===== src/rtl/fc_stream_engine.sv =====
// fc_stream_engine: streaming fully-connected layer.
// Loads the input vector x once, then for every neuron takes a bias beat and
// the weight row. Each weight beat's LANES products are accumulated as the
// beat is accepted. Each finished neuron is shifted, optionally rectified,
// saturated, and then held in a single output register until downstream
// accepts it.
module fc_stream_engine #(
    parameter int DATA_W  = 8,
    parameter int IN_LEN  = 4,
    parameter int OUT_NUM = 4,
    parameter int LANES   = 4,
    parameter int SIGNED  = 1,
    parameter int OUT_W   = 16,
    parameter int ACC_W   = 2*DATA_W + $clog2(IN_LEN) + 2
) (
    input  logic                                        clk,
    input  logic                                        rst,
    input  logic                                        start,
    input  logic [1:0]                                  act_mode,
    input  logic [3:0]                                  out_shift,
    input  logic                                        in_valid,
    output logic                                        in_ready,
    input  logic [LANES*DATA_W-1:0]                     in_data,
    output logic                                        out_valid,
    input  logic                                        out_ready,
    output logic [OUT_W-1:0]                            out_data,
    output logic [((OUT_NUM > 1) ? $clog2(OUT_NUM) : 1)-1:0] out_idx,
    output logic                                        busy,
    output logic                                        done
);

    localparam int SEGS  = IN_LEN / LANES;
    localparam int SEG_W = (SEGS > 1) ? $clog2(SEGS) : 1;
    localparam int IDX_W = (OUT_NUM > 1) ? $clog2(OUT_NUM) : 1;
    localparam int CMP_W = ((ACC_W > OUT_W) ? ACC_W : OUT_W) + 2;

    typedef enum logic [2:0] {S_IDLE, S_LOAD_X, S_LOAD_B, S_LOAD_W, S_DRAIN} state_t;

    state_t                   r_state, w_state_nxt;
    logic [SEG_W-1:0]         r_seg;
    logic [IDX_W-1:0]         r_neu;
    logic [1:0]               r_act;
    logic [3:0]               r_shift;
    logic [DATA_W-1:0]        r_xbuf [SEGS][LANES];
    logic signed [ACC_W-1:0]  r_acc;
    logic signed [ACC_W-1:0]  w_prod_sum;
    logic signed [ACC_W-1:0]  w_acc_sum;
    logic                     r_out_valid;
    logic [OUT_W-1:0]         r_out_data;
    logic [IDX_W-1:0]         r_out_idx;
    logic                     r_done;
    logic                     w_in_ready;
    logic                     w_accept;
    logic                     w_seg_last;
    logic                     w_neu_last;
    logic                     w_out_hs;
    logic                     w_last_w;

    // Widen an operand to accumulator width with the configured signedness.
    function automatic logic signed [ACC_W-1:0] ext(input logic [DATA_W-1:0] v);
        if (SIGNED != 0) ext = {{(ACC_W-DATA_W){v[DATA_W-1]}}, v};
        else             ext = {{(ACC_W-DATA_W){1'b0}}, v};
    endfunction

    // Output scaling shift followed by the optional ReLU.
    function automatic logic signed [ACC_W-1:0] shift_act(input logic signed [ACC_W-1:0] a,
                                                          input logic [1:0] mode,
                                                          input logic [3:0] sh);
        logic signed [ACC_W-1:0] s;
        if (SIGNED != 0) s = a >>> sh;
        else             s = $signed($unsigned(a) >> sh);
        if (mode == 2'b01 && s < 0) s = '0;
        return s;
    endfunction

    // Clamp to the representable output range; compare in a wider type so the
    // bounds themselves never wrap.
    function automatic logic [OUT_W-1:0] saturate(input logic signed [ACC_W-1:0] a);
        logic signed [CMP_W-1:0] v, hi, lo, one;
        one = {{(CMP_W-1){1'b0}}, 1'b1};
        v   = {{(CMP_W-ACC_W){a[ACC_W-1]}}, a};
        if (SIGNED != 0) begin
            hi = (one <<< (OUT_W-1)) - one;
            lo = -(one <<< (OUT_W-1));
        end else begin
            hi = (one <<< OUT_W) - one;
            lo = '0;
        end
        if (v > hi)      v = hi;
        else if (v < lo) v = lo;
        return v[OUT_W-1:0];
    endfunction

    assign w_accept   = in_valid & w_in_ready;
    assign w_seg_last = (r_seg == SEG_W'(SEGS-1));
    assign w_neu_last = (r_neu == IDX_W'(OUT_NUM-1));
    assign w_out_hs   = r_out_valid & out_ready;
    assign w_last_w   = (r_state == S_LOAD_W) && w_seg_last;
    assign w_acc_sum  = r_acc + w_prod_sum;

    assign in_ready  = w_in_ready;
    assign out_valid = r_out_valid;
    assign out_data  = r_out_data;
    assign out_idx   = r_out_idx;
    assign busy      = (r_state != S_IDLE);
    assign done      = r_done;

    // Sum of this beat's lane products against the matching stored x segment.
    always_comb begin
        w_prod_sum = '0;
        for (int j = 0; j < LANES; j++)
            w_prod_sum = w_prod_sum + ext(in_data[(LANES-1-j)*DATA_W +: DATA_W]) * ext(r_xbuf[r_seg][j]);
    end

    // State register.
    always_ff @(posedge clk or posedge rst) begin
        if (rst) r_state <= S_IDLE;
        else     r_state <= w_state_nxt;
    end

    // Next state and input acceptance; the last weight beat stalls while the
    // output register is full and not draining this cycle.
    always_comb begin
        w_state_nxt = r_state;
        w_in_ready  = 1'b0;
        case (r_state)
            S_IDLE: begin
                if (start) w_state_nxt = S_LOAD_X;
            end
            S_LOAD_X: begin
                w_in_ready = 1'b1;
                if (in_valid && w_seg_last) w_state_nxt = S_LOAD_B;
            end
            S_LOAD_B: begin
                w_in_ready = 1'b1;
                if (in_valid) w_state_nxt = S_LOAD_W;
            end
            S_LOAD_W: begin
                w_in_ready = !(w_seg_last && r_out_valid && !out_ready);
                if (in_valid && w_in_ready && w_seg_last)
                    w_state_nxt = w_neu_last ? S_DRAIN : S_LOAD_B;
            end
            S_DRAIN: begin
                if (w_out_hs) w_state_nxt = S_IDLE;
            end
            default: w_state_nxt = S_IDLE;
        endcase
    end

    // Beat-within-segment and neuron counters.
    always_ff @(posedge clk or posedge rst) begin
        if (rst) begin
            r_seg <= '0;
            r_neu <= '0;
        end else if (r_state == S_IDLE) begin
            r_seg <= '0;
            r_neu <= '0;
        end else if (w_accept && (r_state == S_LOAD_X || r_state == S_LOAD_W)) begin
            r_seg <= w_seg_last ? '0 : r_seg + 1'b1;
            if (r_state == S_LOAD_W && w_seg_last)
                r_neu <= w_neu_last ? '0 : r_neu + 1'b1;
        end
    end

    // Job configuration captured at start so later input changes cannot disturb a job.
    always_ff @(posedge clk or posedge rst) begin
        if (rst) begin
            r_act   <= '0;
            r_shift <= '0;
        end else if (r_state == S_IDLE && start) begin
            r_act   <= act_mode;
            r_shift <= out_shift;
        end
    end

    // x vector buffer, one segment per accepted x beat.
    always_ff @(posedge clk or posedge rst) begin
        if (rst) begin
            for (int s = 0; s < SEGS; s++)
                for (int j = 0; j < LANES; j++)
                    r_xbuf[s][j] <= '0;
        end else if (w_accept && r_state == S_LOAD_X) begin
            for (int j = 0; j < LANES; j++)
                r_xbuf[r_seg][j] <= in_data[(LANES-1-j)*DATA_W +: DATA_W];
        end
    end

    // Accumulator: seeded with the bias, then grows by each weight beat.
    always_ff @(posedge clk or posedge rst) begin
        if (rst) begin
            r_acc <= '0;
        end else if (w_accept && r_state == S_LOAD_B) begin
            r_acc <= ext(in_data[LANES*DATA_W-1 -: DATA_W]);
        end else if (w_accept && r_state == S_LOAD_W) begin
            r_acc <= w_acc_sum;
        end
    end

    // Output register: loads on the last weight beat, may drain and refill in one cycle.
    always_ff @(posedge clk or posedge rst) begin
        if (rst) begin
            r_out_valid <= 1'b0;
            r_out_data  <= '0;
            r_out_idx   <= '0;
        end else if (w_accept && w_last_w) begin
            r_out_valid <= 1'b1;
            r_out_data  <= saturate(shift_act(w_acc_sum, r_act, r_shift));
            r_out_idx   <= r_neu;
        end else if (w_out_hs) begin
            r_out_valid <= 1'b0;
        end
    end

    // Completion pulse after the final result leaves.
    always_ff @(posedge clk or posedge rst) begin
        if (rst) r_done <= 1'b0;
        else     r_done <= (r_state == S_DRAIN) && w_out_hs;
    end

endmodule


===== config.mk =====
export PLATFORM = sky130hd
export DESIGN_NAME = fc_stream_engine
export DESIGN_NICKNAME = d
export VERILOG_FILES = /design/src/rtl/fc_stream_engine.sv
export SDC_FILE = /design/constraint.sdc
export NUM_CORES = 1
export LEC_CHECK = 0
export CAP_MARGIN = 20
export CORE_UTILIZATION = 48
export DETAILED_ROUTE_END_ITERATION = 6
export PLACE_DENSITY = 0.75
export SYNTH_ARGS = -nofsm -noshare
export SYNTH_HDL_FRONTEND = slang
export SYNTH_SLANG_ARGS = --single-unit

===== constraint.sdc =====
create_clock -name clk -period 22.9 [get_ports clk]
set_input_delay 2.29 -clock clk [delete_from_list [all_inputs] [get_ports clk]]
set_output_delay 2.29 -clock clk [all_outputs]
set_load 0.005 [all_outputs]

Yosys cells after proc, flatten, opt, wreduce, memory -nomap -nowiden
Cells that the tools add are included.
Widths: inputs -> output; s select.
- bits in registers: 84
- bits in latches: 0
- memory bits (writable): 0
- ROM bits: 0
- bits of input ports: 43
- output and inout port bits: 22
- word-level logic and storage cells: 106
- memories kept: 0
- add/sub/neg operators: 6
- multipliers: 4
- divide/modulo/power cells: 0
- $lt $le $gt $ge: 5
- equal/unequal tests: 11
- shift operators: 1
- muxes and demuxes: 35
- bitwise gates (word level): 3
- reductions and logical operators: 27
- operator list (kind ; number):
    $bwmux 32 ; 4
    $mux 20 ; 5
    $mul 8x8->16 ; 4
    $mux 32 ; 2
    $mux 16 ; 3
    $mux 22 ; 2
    $mux 24 ; 1
    $gt 20x22->1 ; 1
    $lt 20x22->1 ; 1
    $add 20x20->20 ; 1
    $lt 20x1->1 const B ; 1
    $sshr 20x4->20 ; 1
    $add 18x16->19 ; 1
    $add 17x16->18 ; 1
    $mux 3 ; 6
    $add 16x16->17 ; 1
    $logic_and 1x1->1 ; 15
    $pmux 3 s5 ; 1
    $ne 2x2->1 const B ; 5
    $mux 2 ; 4
    $mux 8 ; 1
    $reduce_bool 2->1 ; 4
    $eq 3x2->1 const B ; 2
    $mux 1 ; 5
    18 further kinds ; 20

Logic depth before layout (Yosys ltp)
Gate-level depths: netlist of the first run.
- depth in word-level cells: 16
- mapped depth: 40
- mapped depth without buffers: 38

Least setup slack after synthesis of the first run
No wires, ideal clock.
- path type: input port to flip-flop
- start: input port in_data[27]
- end: register r_out_data[5], in the netlist out_data[5]
- setup time: 120 ps
- data arrival time: 11315 ps
- data required time: 22780 ps
- slack: 11466 ps
- stages: 36
- buffers on the path: 2
- cells stage by stage: clkbuf_1 and2_1 fa_1 inv_1 fa_1 fa_1 fa_1 fa_1 inv_1 fa_1 inv_1 fa_1 inv_1 fa_1 ha_1 nor2b_1 o21ai_0 a21boi_0 o21ai_0 a21boi_0 o21ai_0 a21oi_1 nor3_1 xnor2_1 ha_1 buf_2 and4_1 nand3_1 a2111oi_2 o21ai_1 a211o_1 mux4_2 and2_1 or4_1 a31oi_1 nor2_1
- word-level cells in the longest chain between the ends: 14
- elaborated cells on any way between the ends: 15
- those cells by class: add/sub: 4; mul: 1; order compare: 3; shift: 1; mux: 5; reduce/logical: 1
- RTL lines (what ; line ; RTL):
    start: declaration ; 23 ; input logic [LANES*DATA_W-1:0] in_data,
    $mul 8x8->16 (*) ; 112 ; w_prod_sum = w_prod_sum + ext(in_data[(LANES-1-j)*DATA_W +: DATA_W]) * ext(r_xbuf[r_seg][j]);
    $add 16x16->17 (*) ; 112 ;
    $add 17x16->18 (*) ; 112 ;
    $add 18x16->19 (*) ; 112 ;
    $add 20x20->20 (*) ; 99 ; assign w_acc_sum = r_acc + w_prod_sum;
    $sshr 20x4->20 (*) ; 70 ; if (SIGNED != 0) s = a >>> sh;
    $mux 20 (*) ; 205 ; end else if (w_accept && w_last_w) begin
    $lt 20x1->1 ; 72 ; if (mode == 2'b01 && s < 0) s = '0;
    $logic_and 1x1->1 ; 72 ;
    $mux 20 (*) ; 72 ;
    $mux 20 (*) ; 205 ;
    $lt 20x22->1 ; 90 ; else if (v < lo) v = lo;
    $mux 16 ; 90 ;
    $mux 16 (*) ; 89 ; if (v > hi) v = hi;
    end signal: assignment ; 207 ; r_out_data <= saturate(shift_act(w_acc_sum, r_act, r_shift));
    end: declaration ; 49 ; logic [OUT_W-1:0] r_out_data;
Mark *: on every way between the ends. The rest lies on a longest branch, timed or not. The select of a mux whose other input is x is not followed.
A chain may end at the register's enable or synchronous reset.

Worst setup path in the final report of the first run
- start: input port in_data[27]
- end: register r_out_data[13], in the netlist out_data[13]
The elaborated chain is that of the path after synthesis.

==> results of run 1 <==
-- kinds of logic (layout without fill, tap and decap cells) --
kind of cell | after synthesis | in the layout | synth area share, %
adder cells (fa/ha/maj) | 446 | 446 | 48.5
flip-flops | 83 | 83 | 12.5
multiplexers | 60 | 60 | 4.95
AND/OR/NAND/NOR | 449 | 449 | 13.4
XOR/XNOR | 36 | 36 | 2.24
buffers and inverters | 443 | 468 | 10.2
AO/OA/AOI/OAI | 196 | 196 | 8.19
-- cells in the final DEF, fill, tap and decap left out, types with 5 or more instances in the layout --
| master | netlist | layout |
|---|---|---|
| a211oi_1 | 12 | 12 |
| a21o_1 | 5 | 5 |
| a21oi_1 | 51 | 51 |
| a221o_1 | 15 | 15 |
| a22oi_1 | 7 | 7 |
| a31oi_1 | 6 | 6 |
| and2_1 | 143 | 143 |
| clkbuf_16 | 0 | 9 |
| clkdlybuf4s50_1 | 0 | 64 |
| dfrtp_1 | 83 | 83 |
| fa_1 | 327 | 327 |
| ha_1 | 119 | 119 |
| inv_1 | 384 | 383 |
| mux2_2 | 35 | 35 |
| mux2i_1 | 10 | 10 |
| mux4_2 | 14 | 14 |
| nand2_1 | 157 | 157 |
| nand2b_1 | 19 | 19 |
| nand3_1 | 12 | 12 |
| nand4_1 | 5 | 5 |
| nor2_1 | 68 | 67 |
| nor2b_1 | 17 | 16 |
| nor3_1 | 12 | 11 |
| nor4_1 | 5 | 5 |
| o211ai_1 | 8 | 8 |
| o21a_1 | 9 | 9 |
| o21ai_0 | 24 | 24 |
| o21ai_1 | 15 | 15 |
| o22ai_1 | 5 | 5 |
| xnor2_1 | 27 | 27 |
-- flip-flops by register name, indices dropped and copies added, names as in the netlist, 2 cells and up --
name,flops
out_data,16
r_state,3
r_acc,20
out_idx,2
r_neu,2
r_xbuf,32
r_shift,4
r_act,2
-- worst paths after layout --
path                             start      endpoint  slack (ns)  cells past startpoint
min reg2reg                   r_acc[0]      r_acc[0]        0.49                      2
max in group asynchronous          rst    r_shift[3]       19.45                      3
min                           r_acc[0]      r_acc[0]        0.49                      2
max                        in_data[27]  out_data[13]       10.15                     35
min in group asynchronous          rst    r_xbuf[21]        2.20                      2
max reg2reg                 r_xbuf[27]  out_data[13]       12.24                     34
-- cell usage after synthesis (14+ instances only) --
library cell  instances  area share [%]
ha_1                119             9.0
mux2_2               35             2.4
a221o_1              15            0.91
fa_1                327              40
nor2b_1              17            0.64
nor2_1               68             1.5
nand2_1             157             3.6
o21ai_1              15            0.45
o21ai_0              24            0.72
a21oi_1              51             1.5
nand2b_1             19            0.72
and2_1              143             5.4
inv_1               384             8.7
dfrtp_1              83              13
clkbuf_1             49             1.1
xnor2_1              27             1.4
mux4_2               14             1.9
-- metal layers --
metal | wire length (um) | vias to the layer above
met3 | 2130 | 55
met2 | 19000 | 380
met1 | 16500 | 6045
li1 | - | 5354
met4 | 1080 | 0
met5 | 0 | -
-- area by class of cell --
type	count	area share (%)
multi-input cells	1187	71.7
clock buffers	9	1.26
well taps	448	3.14
clock inverters	6	0.413
inverters	385	8.09
repair buffers	68	3.75
flip-flops and latches	83	11.6
-- metrics by stage --
step / hold slack [ns] / worst slack, ns / std cells / cell area, um^2 / utilization [%]
3_3_place_gp: 0.469 / 10.19 / 2171 / 17600 / 52.0
5_1_grt: 0.522 / 9.59 / 2186 / 17900 / 52.9
2_1_floorplan: 0.453 / 11.47 / 1713 / 16600 / -
6_report: 0.487 / 10.15 / 2186 / 17900 / 52.9
4_1_cts: 0.491 / 10.33 / 2186 / 17900 / 52.9
3_5_place_dp: 0.471 / 9.96 / 2171 / 17600 / 52.0
-- worst register-to-register path: cells and delay by family (launching register included) --
family / cells / cell delay, ns
buf+inv: 4 / 0.22
mux: 1 / 0.35
xor+xnor: 1 / 0.15
fa+ha+maj: 10 / 4.71
simple gates: 4 / 0.85
flops: 1 / 0.50
compound gates: 14 / 3.75
==> summary.md, run 1 <==
| Metric | Value |
|---|---|
| Number of max-slew violations in the final report | 0 |
| Synth Flop Type | dfrtp_1 |
| CTS Sinks | 83 |
| Vias per std cell | 5.41 |
| Distinct cells, synth | 66 |
| WL per Instance | 17.7 um |
| EDFF count, synth | 0 |
| CTS Buf Count | 9 |
| Clock Skew | 0.0289 ns |
| Root Buffer | clkbuf_16 |
| Asr flop ratio synth | 100% |
| Layout area overhead | 7.86% |
| Relative slew margins | 36.6% |
| Clock transition at path regs | 0.07 ns |
| Syn_area_per_cell | 9.67 um^2 |
| Grt total ovfl | 0 |
| Synth Net Count | 2202 |
| Synth Cell Area | 0.0166 mm^2 |
| Drt total wl | 38.7 mm |
| Worst Setup End Kind | flip-flop |
| CP top delay family | adder cells |
| Unrepaired setup endpoints after global routing | no |
| Area occupied by multi-input gates | 0.0128 mm^2 |
| Total GRT Usage | 23.6% |
| Starting density of the core | 49.0% |
| Clock Latency Late Sink | 0.39 ns |
| Outcome | completed |
| Antenna-violating nets left | 0 |
| Die H | 188 um |
| Buffers on Ports | 64 |
| Fin crit share | 55.7% |
| Register Area | 0.00208 mm^2 |
| Grt met1 use | 32.5% |
| Yosys warns | 0 |
| Number of max-cap violations | 0 |
| Critical path's largest stage delay | 0.75 ns |
| Most frequent CP cell | fa_1 |
| Final Hold Fails | 0 |
| GRT busiest layer | met2 |
| # Post-CTS Setup Buffers | 0 |
| CP bufs+invs | 5 |
| TritonRoute pass-1 iters | 5 |
| CP Max Fanout | 13 |
| Die span in x | 188 um |
| FP Rows | 67 |
| Vias | 11800 |
| Boundary Pins | 65 |
| Layout cells sized above 1 | 4.95% |
| WS Path Type | in2reg |
| DRC Markers | 0 |
| Core Footprint | 0.0338 mm^2 |
| HP Class | reg2reg |
| Antenna cell count | 0 |
| Least-Margin Pin Slew | 0.950 ns |
| Vias in the first global route | 12700 |
| Syn Inst Count | 1713 |
| Met3 global-route usage | 3.39% |
| Max Buffers Root-to-Sink | 2 |
| GPL Wtd Cong | 0.877 |
| CTS tree | done |
| Initial antenna violation count | 0 |
| Setup TNS | 0 ns |
| Hold-fix buffers, CTS | 0 |
| Hpwl dp | 31.9 mm |
| Synthesis-stage register bit count | 83 |
| DR iter-0 viols | 901 |
| Slowest CP cell | a311oi_2 |
| Arr. time, crit path | 13.03 ns |
| Resized Gates After CTS | 0 |
| CTS HTree Levels | 3 |
| Largest net degree at the start of global routing | 64 |
| Minimum clock period | 12.75 ns |
| Fillers | 2966 |
| Max frequency | 0.0784 GHz |
| First-pass GRT wire length | 65.5 mm |
| WP data required | 23.17 ns |
| M2 GR Usage | 38.4% |
| Sequential share of the synthesized area | 12.5% |
| Die area | 0.0353 mm^2 |
| Nets | 2223 |
| Setup violations, final | 0 |
| Critical Path Source Type | input pin |
Power of run 1 is not shown: default switching activity piles up to over one toggle a cycle in this logic, so the estimate is an artifact.
==> inputs of run 2 (changes only) <==
==> constraint.sdc (replaced) <==
create_clock -name clk -period 12 [get_ports clk]
set_input_delay 1.2 -clock clk [delete_from_list [all_inputs] [get_ports clk]]
set_output_delay 1.2 -clock clk [all_outputs]
set_load 0.005 [all_outputs]
==> summary.md, run 2 (same netlist as run 1, synthesis figures left out) <==
| Metric | Value |
|---|---|
| FF-to-FF path depth | 34 (unchanged) |
| FP Rows | 67 (unchanged) |
| Root Buffer | clkbuf_16 (unchanged) |
| Setup violations, final | 0 (unchanged) |
| Boundary Pins | 65 (unchanged) |
| Number of max-cap violations | 0 (unchanged) |
| Antenna cell count | 0 (unchanged) |
| Drt total wl | 39.1 mm (was 38.7 mm) |
| Leading cell type in the layout, fill and taps excluded | inv_1 (unchanged) |
| CTS tree | done (unchanged) |
| Starting density of the core | 49.0% (unchanged) |
| Vias per std cell | 5.42 (was 5.41) |
| Hpwl dp | 32.4 mm (was 31.9 mm) |
| Layout area overhead | 8.65% (was 7.86%) |
| Minimum clock period | 11.39 ns |
| Core Footprint | 0.0338 mm^2 (unchanged) |
| Worst Setup End Kind | flip-flop (unchanged) |
| Layout cells sized above 1 | 5.60% (was 4.95%) |
| DR iter-0 viols | 783 (was 901) |
| Critical Path Source Type | input pin (unchanged) |
| Resized Gates After CTS | 0 (unchanged) |
| TritonRoute pass-1 iters | 6 (was 5) |
| Outcome | completed (unchanged) |
| Vias in the first global route | 12800 (was 12700) |
| Clock Latency Late Sink | 0.39 ns (about the same) |
| Vias | 11900 (was 11800) |
| Largest net degree at the start of global routing | 64 (unchanged) |
| HP Class | reg2reg (unchanged) |
| CP Max Fanout | 13 (unchanged) |
| First-pass GRT wire length | 66.7 mm (was 65.5 mm) |
| Max reg flops | 32 (unchanged) |
| WS Path Type | in2reg (unchanged) |
| Total GRT Usage | 24.1% (was 23.6%) |
| Buffers on Ports | 64 (unchanged) |
| CTS Sinks | 83 (unchanged) |
| Clock Skew | 0.0111 ns (was 0.0289 ns) |
| Max Buffers Root-to-Sink | 2 (unchanged) |
| Die span in x | 188 um (unchanged) |
| Least-Margin Pin Slew | 0.923 ns (was 0.950 ns) |
| CTS HTree Levels | 3 (unchanged) |
| Max frequency | 0.0878 GHz |
| Arr. time, crit path | 11.67 ns (was 13.03 ns) |
| WP data required | 12.28 ns (was 23.17 ns) |
| Clock transition at path regs | 0.08 ns (was 0.07 ns) |
| Final core occ | 53.3% (was 52.9%) |
| Register Area | 0.00208 mm^2 (unchanged) |
| Placed insts | 2182 (was 2171) |
| Most frequent CP cell | fa_1 (unchanged) |
| Initial antenna violation count | 0 (unchanged) |
| Hold-fix buffers, CTS | 0 (unchanged) |
| Die H | 188 um (unchanged) |
| Nets | 2234 (was 2223) |
| Antenna-violating nets left | 0 (unchanged) |
| Most flops, register | r_xbuf (unchanged) |
| Area occupied by multi-input gates | 0.0128 mm^2 (about the same) |
| Commonest non-fill, non-tap cells in the layout | inv_1, fa_1, nand2_1 (unchanged) |
| CTS Buf Count | 9 (unchanged) |
| Die area | 0.0353 mm^2 (unchanged) |
| Number of max-slew violations in the final report | 0 (unchanged) |
| WL per Instance | 17.8 um (was 17.7 um) |
| Post-Layout Cell Count | 2198 (was 2186) |
| Fillers | 3009 (was 2966) |
| Relative slew margins | 38.4% (was 36.6%) |
| Fin crit share | 94.9% |
| # Post-CTS Setup Buffers | 0 (unchanged) |
| Grt total ovfl | 0 (unchanged) |
| Final Hold Fails | 0 (unchanged) |
| Final hold slack | 0.492 ns (was 0.487 ns) |
| Critical path's largest stage delay | 0.71 ns (was 0.75 ns) |
| GPL Wtd Cong | 0.909 (was 0.877) |
| WHS Path Cells | 2 (unchanged) |
| Slowest CP cell | clkdlybuf4s50_1 (was a311oi_2) |
| DRC Markers | 0 (unchanged) |
[run 2: cell count changes in the layout (fill, tap and decap cells not counted), sizes merged]
cell           previous run  this run
buf                       4        15
clkinv                    2         3
dlymetal6s2s              0         1
clkinvlp                  2         1
inv                     386       387
clkdlybuf4s50            64        63
[run 2: path summary, 6_finish.rpt]
| kind | startpoint | endpoint | slack, ns |
|---|---|---|---|
| worst max-delay path | in_data[3] | out_data[13] | 0.61 |
| worst min-delay path | out_idx[0] | out_idx[0] | 0.49 |
| worst max register to register | r_xbuf[26] | out_data[13] | 1.54 |
| worst min register to register | out_idx[0] | out_idx[0] | 0.49 |
| max in group asynchronous | rst | r_shift[1] | 9.66 |
| min in group asynchronous | rst | r_xbuf[23] | 1.11 |
[run 2: critical path: cells and delay by family]
kind / cells / cell delay (ns)
adders and majority gates: 10 / 4.76
AOI/OAI and AO/OA: 15 / 3.90
buffers and inverters: 6 / 1.01
and+or+nand+nor: 4 / 0.65
xor gates and xnor gates: 1 / 0.13
[run 2: layer usage]
layer  vias up  global-route usage [%]  wire, um
met1      6109                    33.4     16600
met2       370                    39.9     19400
met5         -                       0         0
met4         0                    6.47       762
li1       5377                       -         -
met3        47                    3.24      2320
[run 2: stage by stage]
| stage | instance area [um^2] | worst slack [ns] | setup TNS [ns] |
|---|---|---|---|
| floorplan | 16600 | 1.66 | 0 |
| global placement | 17700 | 0.369 | 0 |
| CTS | 18000 | 0.486 | 0 |
| global route | 18000 | -0.000572 | -0.000572 |
| detailed placement | 17700 | 0.110 | 0 |
| finish | 18000 | 0.613 | 0 |
[run 2: final cells by class]
cell class,instances,share of cell area (%)
clock inverter,7,0.535
inverter,385,8.03
clock buffer,9,1.25
sequential,83,11.5
multi-input combinational,1187,71.3
timing repair buffer,79,4.20
tap,448,3.11
Power of run 2 is left out for the same reason.
==> inputs of run 3 (changes only) <==
--- a/config.mk
+++ b/config.mk
@@ -12,3 +12,4 @@
 export SYNTH_ARGS = -nofsm -noshare
 export SYNTH_HDL_FRONTEND = slang
 export SYNTH_SLANG_ARGS = --single-unit
+export TNS_END_PERCENT = 1
==> constraint.sdc (replaced) <==
create_clock -name clk -period 11.7 [get_ports clk]
set_input_delay 1.17 -clock clk [delete_from_list [all_inputs] [get_ports clk]]
set_output_delay 1.17 -clock clk [all_outputs]
set_load 0.005 [all_outputs]
==> summary.md, run 3 (same netlist as run 1, synthesis figures left out) <==
| Metric | Value |
|---|---|
| Outcome | completed (unchanged) |
| Leading cell type in the layout, fill and taps excluded | inv_1 (unchanged) |
| Relative slew margins | 33.7% (was 38.4%) |
| Worst r2r src | r_xbuf[26] (unchanged) |
| WP data required | 11.97 ns (was 12.28 ns) |
| Area post-placement | 0.0177 mm^2 (about the same) |
| Hpwl dp | 32.7 mm (was 32.4 mm) |
| Antenna-violating nets left | 0 (unchanged) |
| Max reg flops | 32 (unchanged) |
| Slowest CP cell | clkdlybuf4s50_1 (unchanged) |
| Clock Latency Late Sink | 0.39 ns (about the same) |
| Vias per std cell | 5.37 (was 5.42) |
| Die area | 0.0353 mm^2 (unchanged) |
| Core Footprint | 0.0338 mm^2 (unchanged) |
| DR iter-0 viols | 943 (was 783) |
| Number of max-cap violations | 0 (unchanged) |
| Antenna cell count | 0 (unchanged) |
| WHS Path Cells | 2 (unchanged) |
| Total GRT Usage | 24.2% (was 24.1%) |
| HP Class | reg2reg (unchanged) |
| CTS HTree Levels | 3 (unchanged) |
| Final Hold Fails | 0 (unchanged) |
| Root Buffer | clkbuf_16 (unchanged) |
| WS Path Type | in2reg (unchanged) |
| Initial antenna violation count | 0 (unchanged) |
| Setup violations, final | 0 (unchanged) |
| CP Max Fanout | 13 (unchanged) |
| Post-route cell area | 0.0181 mm^2 (was 0.0180 mm^2) |
| Vias | 11800 (was 11900) |
| FP Rows | 67 (unchanged) |
| CTS Buf Count | 9 (unchanged) |
| Most frequent CP cell | fa_1 (unchanged) |
| Critical path's largest stage delay | 0.68 ns (was 0.71 ns) |
| Most flops, register | r_xbuf (unchanged) |
| First-pass GRT wire length | 66.8 mm (was 66.7 mm) |
| Die H | 188 um (unchanged) |
| WL per Instance | 17.8 um (about the same) |
| Worst Setup End Kind | flip-flop (unchanged) |
| RR Endpoint | out_data[8] (was out_data[13]) |
| Fillers | 3032 (was 3009) |
| CP bufs+invs | 4 (was 6) |
| Fin crit share | 95.7% |
| Critical Path Source Type | input pin (unchanged) |
| Grt total ovfl | 0 (unchanged) |
| Boundary Pins | 65 (unchanged) |
| Max frequency | 0.0893 GHz |
| Max Buffers Root-to-Sink | 2 (unchanged) |
| Starting density of the core | 49.0% (unchanged) |
| Layout cells sized above 1 | 6.25% (was 5.60%) |
| CTS Sinks | 83 (unchanged) |
| Drt total wl | 39.3 mm (was 39.1 mm) |
| Buffers on Ports | 64 (unchanged) |
| FF-to-FF path depth | 34 (unchanged) |
| Largest net degree at the start of global routing | 62 (was 64) |
| DRC Markers | 0 (unchanged) |
| Nets | 2243 (was 2234) |
| Layout area overhead | 9.08% (was 8.65%) |
| TritonRoute pass-1 iters | 5 (was 6) |
| Worst Hold Path EP | out_idx[0] (unchanged) |
| Die span in x | 188 um (unchanged) |
| GPL Wtd Cong | 0.917 (was 0.909) |
| Least-Margin Pin Slew | 0.993 ns (was 0.923 ns) |
| Clock transition at path regs | 0.07 ns (was 0.08 ns) |
| Vias in the first global route | 12700 (was 12800) |
| Arr. time, crit path | 11.47 ns (was 11.67 ns) |
| Commonest non-fill, non-tap cells in the layout | inv_1, fa_1, nand2_1 (unchanged) |
| CTS tree | done (unchanged) |
| Min-delay src | out_idx[0] (unchanged) |
| CP top delay family | adder cells (unchanged) |
| Clock Skew | 0.0117 ns (was 0.0111 ns) |
| Number of max-slew violations in the final report | 0 (unchanged) |
| R2R setup slack | 1.25 ns (was 1.54 ns) |
| Minimum clock period | 11.20 ns |
run 3: repair_timing:
action / 4_1_cts / 5_1_grt
setup endpoints to repair: 0 / 16
resized for setup: 0 / 9
hold buffers: 0 / 0
setup buffers: 0 / 0
run 3: worst min-delay path, cell delays in order (launching register included):
cell and delay (ns):
dfrtp_1 0.35, nand2_1 0.05, nand2_1 0.06
run 3: worst max path at each step:
stage | depth (start not counted) | endpoint | start
after floorplan | 36 | out_data[5] | in_data[27]
after global placement | 34 | out_data[13] | in_data[2]
after detailed placement | 34 | out_data[13] | in_data[5]
after CTS | 34 | out_data[13] | in_data[5]
after global routing | 34 | out_data[2] | in_data[4]
final | 34 | out_data[8] | in_data[3]
run 3: stage by stage:
step	hold slack [ns]	setup slack [ns]	TNS [ns]	std cells	utilization, %
after floorplan	0.453	1.39	0	1713	-
final	0.487	0.501	0	2207	53.5
after CTS	0.492	0.305	0	2207	53.4
after global routing	0.531	-0.0542	-0.390	2207	53.5
after global placement	0.467	0.256	0	2191	52.5
after detailed placement	0.463	-0.0899	-0.0899	2191	52.5
run 3: cell type report:
cell class                      count  area, um^2  share of cell area (%)
Clock inverter                      6        75.1                   0.415
Tap cell                          448         561                    3.10
Clock buffer                       10         239                    1.32
Inverter                          385        1450                    8.00
Timing Repair Buffer               88         826                    4.57
Multi-Input combinational cell   1187       12900                    71.1
Sequential cell                    83        2080                    11.5
run 3: metal layers:
layer	up-vias	wire, um	GRT usage (%)
met2	337	19700	40.1
met5	-	0	0
met1	6085	17100	34.2
met3	28	2080	2.49
met4	0	539	5.72
li1	5399	-	-
Power of run 3 is left out for the same reason.
==> RTL change 1 (config.mk and constraints of run 2) <==
Add an input register stage for `act_mode`, without a reset; this delays it by one clock. The other inputs are not delayed to match.
--- a/src/rtl/fc_stream_engine.sv
+++ b/src/rtl/fc_stream_engine.sv
@@ -37,4 +37,10 @@
     typedef enum logic [2:0] {S_IDLE, S_LOAD_X, S_LOAD_B, S_LOAD_W, S_DRAIN} state_t;
 
+    logic [1:0] act_mode_q;
+
+    always_ff @(posedge clk) begin
+        act_mode_q <= act_mode;
+    end
+
     state_t                   r_state, w_state_nxt;
     logic [SEG_W-1:0]         r_seg;
@@ -169,5 +175,5 @@
             r_shift <= '0;
         end else if (r_state == S_IDLE && start) begin
-            r_act   <= act_mode;
+            r_act   <= act_mode_q;
             r_shift <= out_shift;
         end
Check against the original RTL: not equivalent (a bounded check fails within 10 cycles, from zero or initial values and one cycle with rst high).
==> RTL change 1 against run 2 <==
- final area shrank 0.44%
- sequential cell count grew 2
- global-route usage shrank 0.98 points
- wire length shrank 3.0%
- area after synthesis grew 0.38%
- first-iteration DRC count grew 0.89%
- worst setup slack gained 0.039 ns
- non-clock buffer count shrank 5
- critical path depth is the same
- critical endpoint is now out_data[6]$_DFFE_PP0P_
Power is left out: the tool's default activity adds up to more than one toggle a clock period on the data nets, which glitch-free logic cannot reach.
==> RTL change 1: results (changes against run 2) <==
The via count normalized by instance count is 5.438 (was 5.415). The source of the worst hold timing path was act_mode_q[1]$_DFF_P_ (was out_idx[0]$_DFFE_PP0P_). The fraction of layout instances using a drive strength above 1 came to 5.747% (was 5.600%). The number of global-route vias before repair is 12880 (was 12800). The met2 routed wirelength came to 18730 um (was 19350 um).

The iteration-0 DRC count of the detailed router is 790 (was 783). Top cells by instance count after synthesis: sky130_fd_sc_hd__inv_1, sky130_fd_sc_hd__fa_1, sky130_fd_sc_hd__nand2_1, sky130_fd_sc_hd__and2_1, sky130_fd_sc_hd__ha_1 (unchanged). The end point of the critical path is out_data[6]$_DFFE_PP0P_ (was out_data[13]$_DFFE_PP0P_).

The routing usage on met1 came out at 32.14% (was 33.42%). The maximum number of pins on one net before global-route repair came out at 63 (was 64). The total half-perimeter wirelength after legalization and detailed placement is 31510 um (was 32360 um). The headroom to the max-slew limit came out at 41.78% (was 38.40%).

The met1 wire length came out at 16230 um (was 16630 um). The smallest hold slack is 0.4671 ns (was 0.4918 ns). The hold-critical path depth came out at 1 (was 2).

The fraction of met3 tracks used by global routing came out at 2.882% (was 3.238%). The first-pass GRT wire length came out at 65240 um (was 66720 um). The met2 usage in global routing came out at 37.95% (was 39.91%). The instance area at placement is 17640 um2 (was 17650 um2). The maximum single-stage delay on the critical path is 0.61 ns (was 0.71 ns).

The worst-case setup slack after placement came out at 0.3305 ns (was 0.1101 ns). Result of the run: finished, final reports clean (unchanged). The fraction of synthesized cell area in xor and xnor cells is 1.843% (was 2.243%). The worst reg-to-reg setup slack came out at 1.59 ns (was 1.54 ns). The post-synthesis async set-or-reset flop share is 97.65% (was 100.0%). The multiplexer share of the synthesized area is 3.957% (was 4.954%).

The area fraction in compound gates after synthesis was 9.546% (was 8.185%). The total length of routed wires is 37910 um (was 39060 um). The first element of the critical path is in_data[26] (was in_data[3]). The arithmetic-cell share of the synthesized area counting full adders, half adders and majority gates came out at 48.31% (was 48.49%). The overall track demand over capacity in global routing came to 23.15% (was 24.13%). The synthesized netlist net count was 2196 (was 2202).
## RTL change 1: changes by cell type after synthesis, sizes merged, moves of 8 or more
cell / change
nand2: -11
a211oi: +9
mux4: -9
o21ai: +9
nor2: -12
xor2: +8
## RTL change 1: worst register-to-register path: cells and delay by family, from the launching register on
kind / cells / cell delay, ns
compound gates: 13 / 3.20
xor+xnor: 1 / 0.08
fa+ha+maj: 10 / 4.82
buf+inv: 4 / 0.21
flops: 1 / 0.51
mux: 1 / 0.21
simple gates: 6 / 1.27
## RTL change 1: repair_timing
action | CTS | global route
setup endpoints to repair | 0 | 14
resized for setup | 0 | 1
hold endpoints to repair | 0 | 0
## RTL change 1: layout make-up
| cell class | instances | area share, % |
|---|---|---|
| Multi-Input combinational cell | 1182 | 71.47 |
| Sequential cell | 85 | 11.81 |
| Clock inverter | 6 | 0.2932 |
| Tap cell | 448 | 3.127 |
| Clock buffer | 10 | 1.277 |
| Timing Repair Buffer | 74 | 3.993 |
| Inverter | 383 | 8.028 |
==> RTL change 2 (flow settings as in run 2) <==
Without the edit above. `OUT_W`: 16 -> 24.
--- a/src/rtl/fc_stream_engine.sv
+++ b/src/rtl/fc_stream_engine.sv
@@ -11,5 +11,5 @@
     parameter int LANES   = 4,
     parameter int SIGNED  = 1,
-    parameter int OUT_W   = 16,
+    parameter int OUT_W   = 24,
     parameter int ACC_W   = 2*DATA_W + $clog2(IN_LEN) + 2
 ) (
Ports: changed (resized out_data); port bits go from 65 to 73. No check against the original RTL was run, so the function may have changed too.
==> RTL change 2 against run 2 <==
- worst setup slack improved by 0.21 ns
- maximum frequency rose by 1.9%
- area after synthesis rose by 1.2%
- wire length fell by 4.4%
- clock skew fell by 0.0036 ns
- non-clock buffer count rose by 3
- final area rose by 1.0%
- sequential cell count rose by 4
- final cell count rose by 1.3%
- die area rose by 1.2%
- core utilization fell by 0.52 points
- critical endpoint is now out_data[7]$_DFFE_PP0P_
- largest cell class unchanged
- highest routed layer unchanged
Power is left out: the tool's default activity adds up to more than one toggle a clock period on the data nets, which glitch-free logic cannot reach.
==> RTL change 2: results (changes against run 2) <==
Result of the run: finished, final reports clean (unchanged). The main flop type after synthesis was sky130_fd_sc_hd__dfrtp_1 (unchanged). The total half-perimeter wirelength after legalization and detailed placement is 31290 um (was 32360 um).

The count of buffers from port buffering is 72 (was 64). The number of global-route vias before repair came out at 12620 (was 12800). The net count reported at finish is 2256 (was 2234). The synthesized netlist net count came out at 2227 (was 2202). The headroom to the max-slew limit came out at 34.76% (was 38.40%).

The quantity of gates resized following cts is 0 (unchanged). The end point of the critical path is out_data[7]$_DFFE_PP0P_ (was out_data[13]$_DFFE_PP0P_). The H-tree depth reported by CTS came out at 3 (unchanged). Main area contributors after synthesis: sky130_fd_sc_hd__fa_1, sky130_fd_sc_hd__dfrtp_1, sky130_fd_sc_hd__inv_1, sky130_fd_sc_hd__ha_1, sky130_fd_sc_hd__and2_1 (was sky130_fd_sc_hd__fa_1, sky130_fd_sc_hd__dfrtp_1, sky130_fd_sc_hd__ha_1, sky130_fd_sc_hd__inv_1, sky130_fd_sc_hd__and2_1).

The overall track demand over capacity in global routing is 22.44% (was 24.13%). The worst reg-to-reg setup slack is 1.76 ns (was 1.54 ns). The number of cells on the worst reg-to-reg path was 32 (was 34).

The iteration-0 DRC count of the detailed router was 736 (was 783). The clock transition at the register clock pins on the worst setup and hold paths after CTS is 0.08 ns (about the same). The number of library cell types mapped by synthesis is 76 (was 66). The worst-skew pair later-pin latency is 0.37 ns (was 0.39 ns). The portion of the post-synthesis area used by sequential elements came out at 12.98% (was 12.53%).

The routability congestion estimate from global placement is 0.9095 (was 0.9086). The first-pass GRT wire length came to 63460 um (was 66720 um). The fraction of layout instances using a drive strength above 1 is 5.756% (was 5.600%). The worst clock skew on the final layout was 0.007574 ns (was 0.01114 ns). The maximum single-stage delay on the critical path came out at 0.64 ns (was 0.71 ns). The largest fanout on the critical path is 10 (was 13). The maximum number of pins on one net before global-route repair came out at 66 (was 64). The number of optimization iterations in the first detailed-route pass is 7 (was 6). Top cells by instance count after synthesis: sky130_fd_sc_hd__inv_1, sky130_fd_sc_hd__fa_1, sky130_fd_sc_hd__nand2_1, sky130_fd_sc_hd__and2_1, sky130_fd_sc_hd__ha_1 (unchanged).

The maximum count of clock buffers along a single path came out at 2 (unchanged). The number of antenna violations at the first check in global routing is 0 (unchanged). The worst path arrival time came out at 11.43 ns (was 11.67 ns). The count of fill cells added during filler insertion came out at 3017 (was 3009). The first element of the critical path is in_data[26] (was in_data[3]). The top register by number of flip-flops is r_xbuf (unchanged).

The average detailed-routed wire length per instance is 16.77 um (was 17.77 um). The total number of vias was 11780 (was 11900).
## RTL change 2: final cells by class
class                   instances  area share (%)
multi-input cells            1188           70.56
flip-flops and latches         87           11.97
inverters                     399           8.250
repair buffers                 82           4.376
well taps                     455           3.131
clock buffers                   9           1.239
clock inverters                 7          0.4748
## RTL change 2: worst max-delay path, delay by kind of cell
family	cells	cell delay [ns]
adders and majority gates	10	4.88
AOI/OAI and AO/OA	10	2.42
and+or+nand+nor	4	0.89
muxes	3	1.04
buffers and inverters	5	0.85
xor gates and xnor gates	1	0.15
## RTL change 2: how the worst min path moves through the flow
| stage | startpoint | to | slack (ns) | depth (start not counted) |
|---|---|---|---|---|
| 6_report | out_data[18]$_DFFE_PP0P_ | out_data[18]$_DFFE_PP0P_ | 0.48 | 1 |
| 2_1_floorplan | r_acc[19]$_DFFE_PP0P_ | r_acc[19]$_DFFE_PP0P_ | 0.45 | 2 |
| 5_1_grt | out_data[11]$_DFFE_PP0P_ | out_data[11]$_DFFE_PP0P_ | 0.51 | 1 |
| 4_1_cts | out_data[18]$_DFFE_PP0P_ | out_data[18]$_DFFE_PP0P_ | 0.48 | 1 |
| 3_3_place_gp | out_data[1]$_DFFE_PP0P_ | out_data[1]$_DFFE_PP0P_ | 0.47 | 2 |
| 3_5_place_dp | out_data[18]$_DFFE_PP0P_ | out_data[18]$_DFFE_PP0P_ | 0.47 | 1 |
## RTL change 2: logic make-up after synthesis
kind of cell             count (synthesis)  synth area share (%)
adder cells (fa/ha/maj)                446                 47.91
AO/OA/AOI/OAI                          195                 7.901
XOR/XNOR                                40                 2.171
AND/OR/NAND/NOR                        434                 13.19
multiplexers                            73                 5.290
flip-flops                              87                 12.98
buffers and inverters                  463                 10.55
## RTL change 2: metal layers
layer / up-vias / GRT usage (%) / routed length (um)
met4: 0 / 6.421 / 956
met3: 58 / 2.966 / 1735
met2: 317 / 37.39 / 18880
met1: 6028 / 30.72 / 15780
li1: 5379 / - / -
met5: - / 0 / 0
## RTL change 2: stage by stage
step	cells	setup slack (ns)	cell area (um2)	hold WS, ns
after floorplan	1738	1.720	16770	0.4516
after global placement	2211	0.7086	17870	0.4674
after detailed placement	2211	0.5234	17870	0.4651
after CTS	2227	0.8866	18180	0.4846
after global routing	2227	0.1804	18180	0.5095
final	2227	0.8244	18180	0.4825
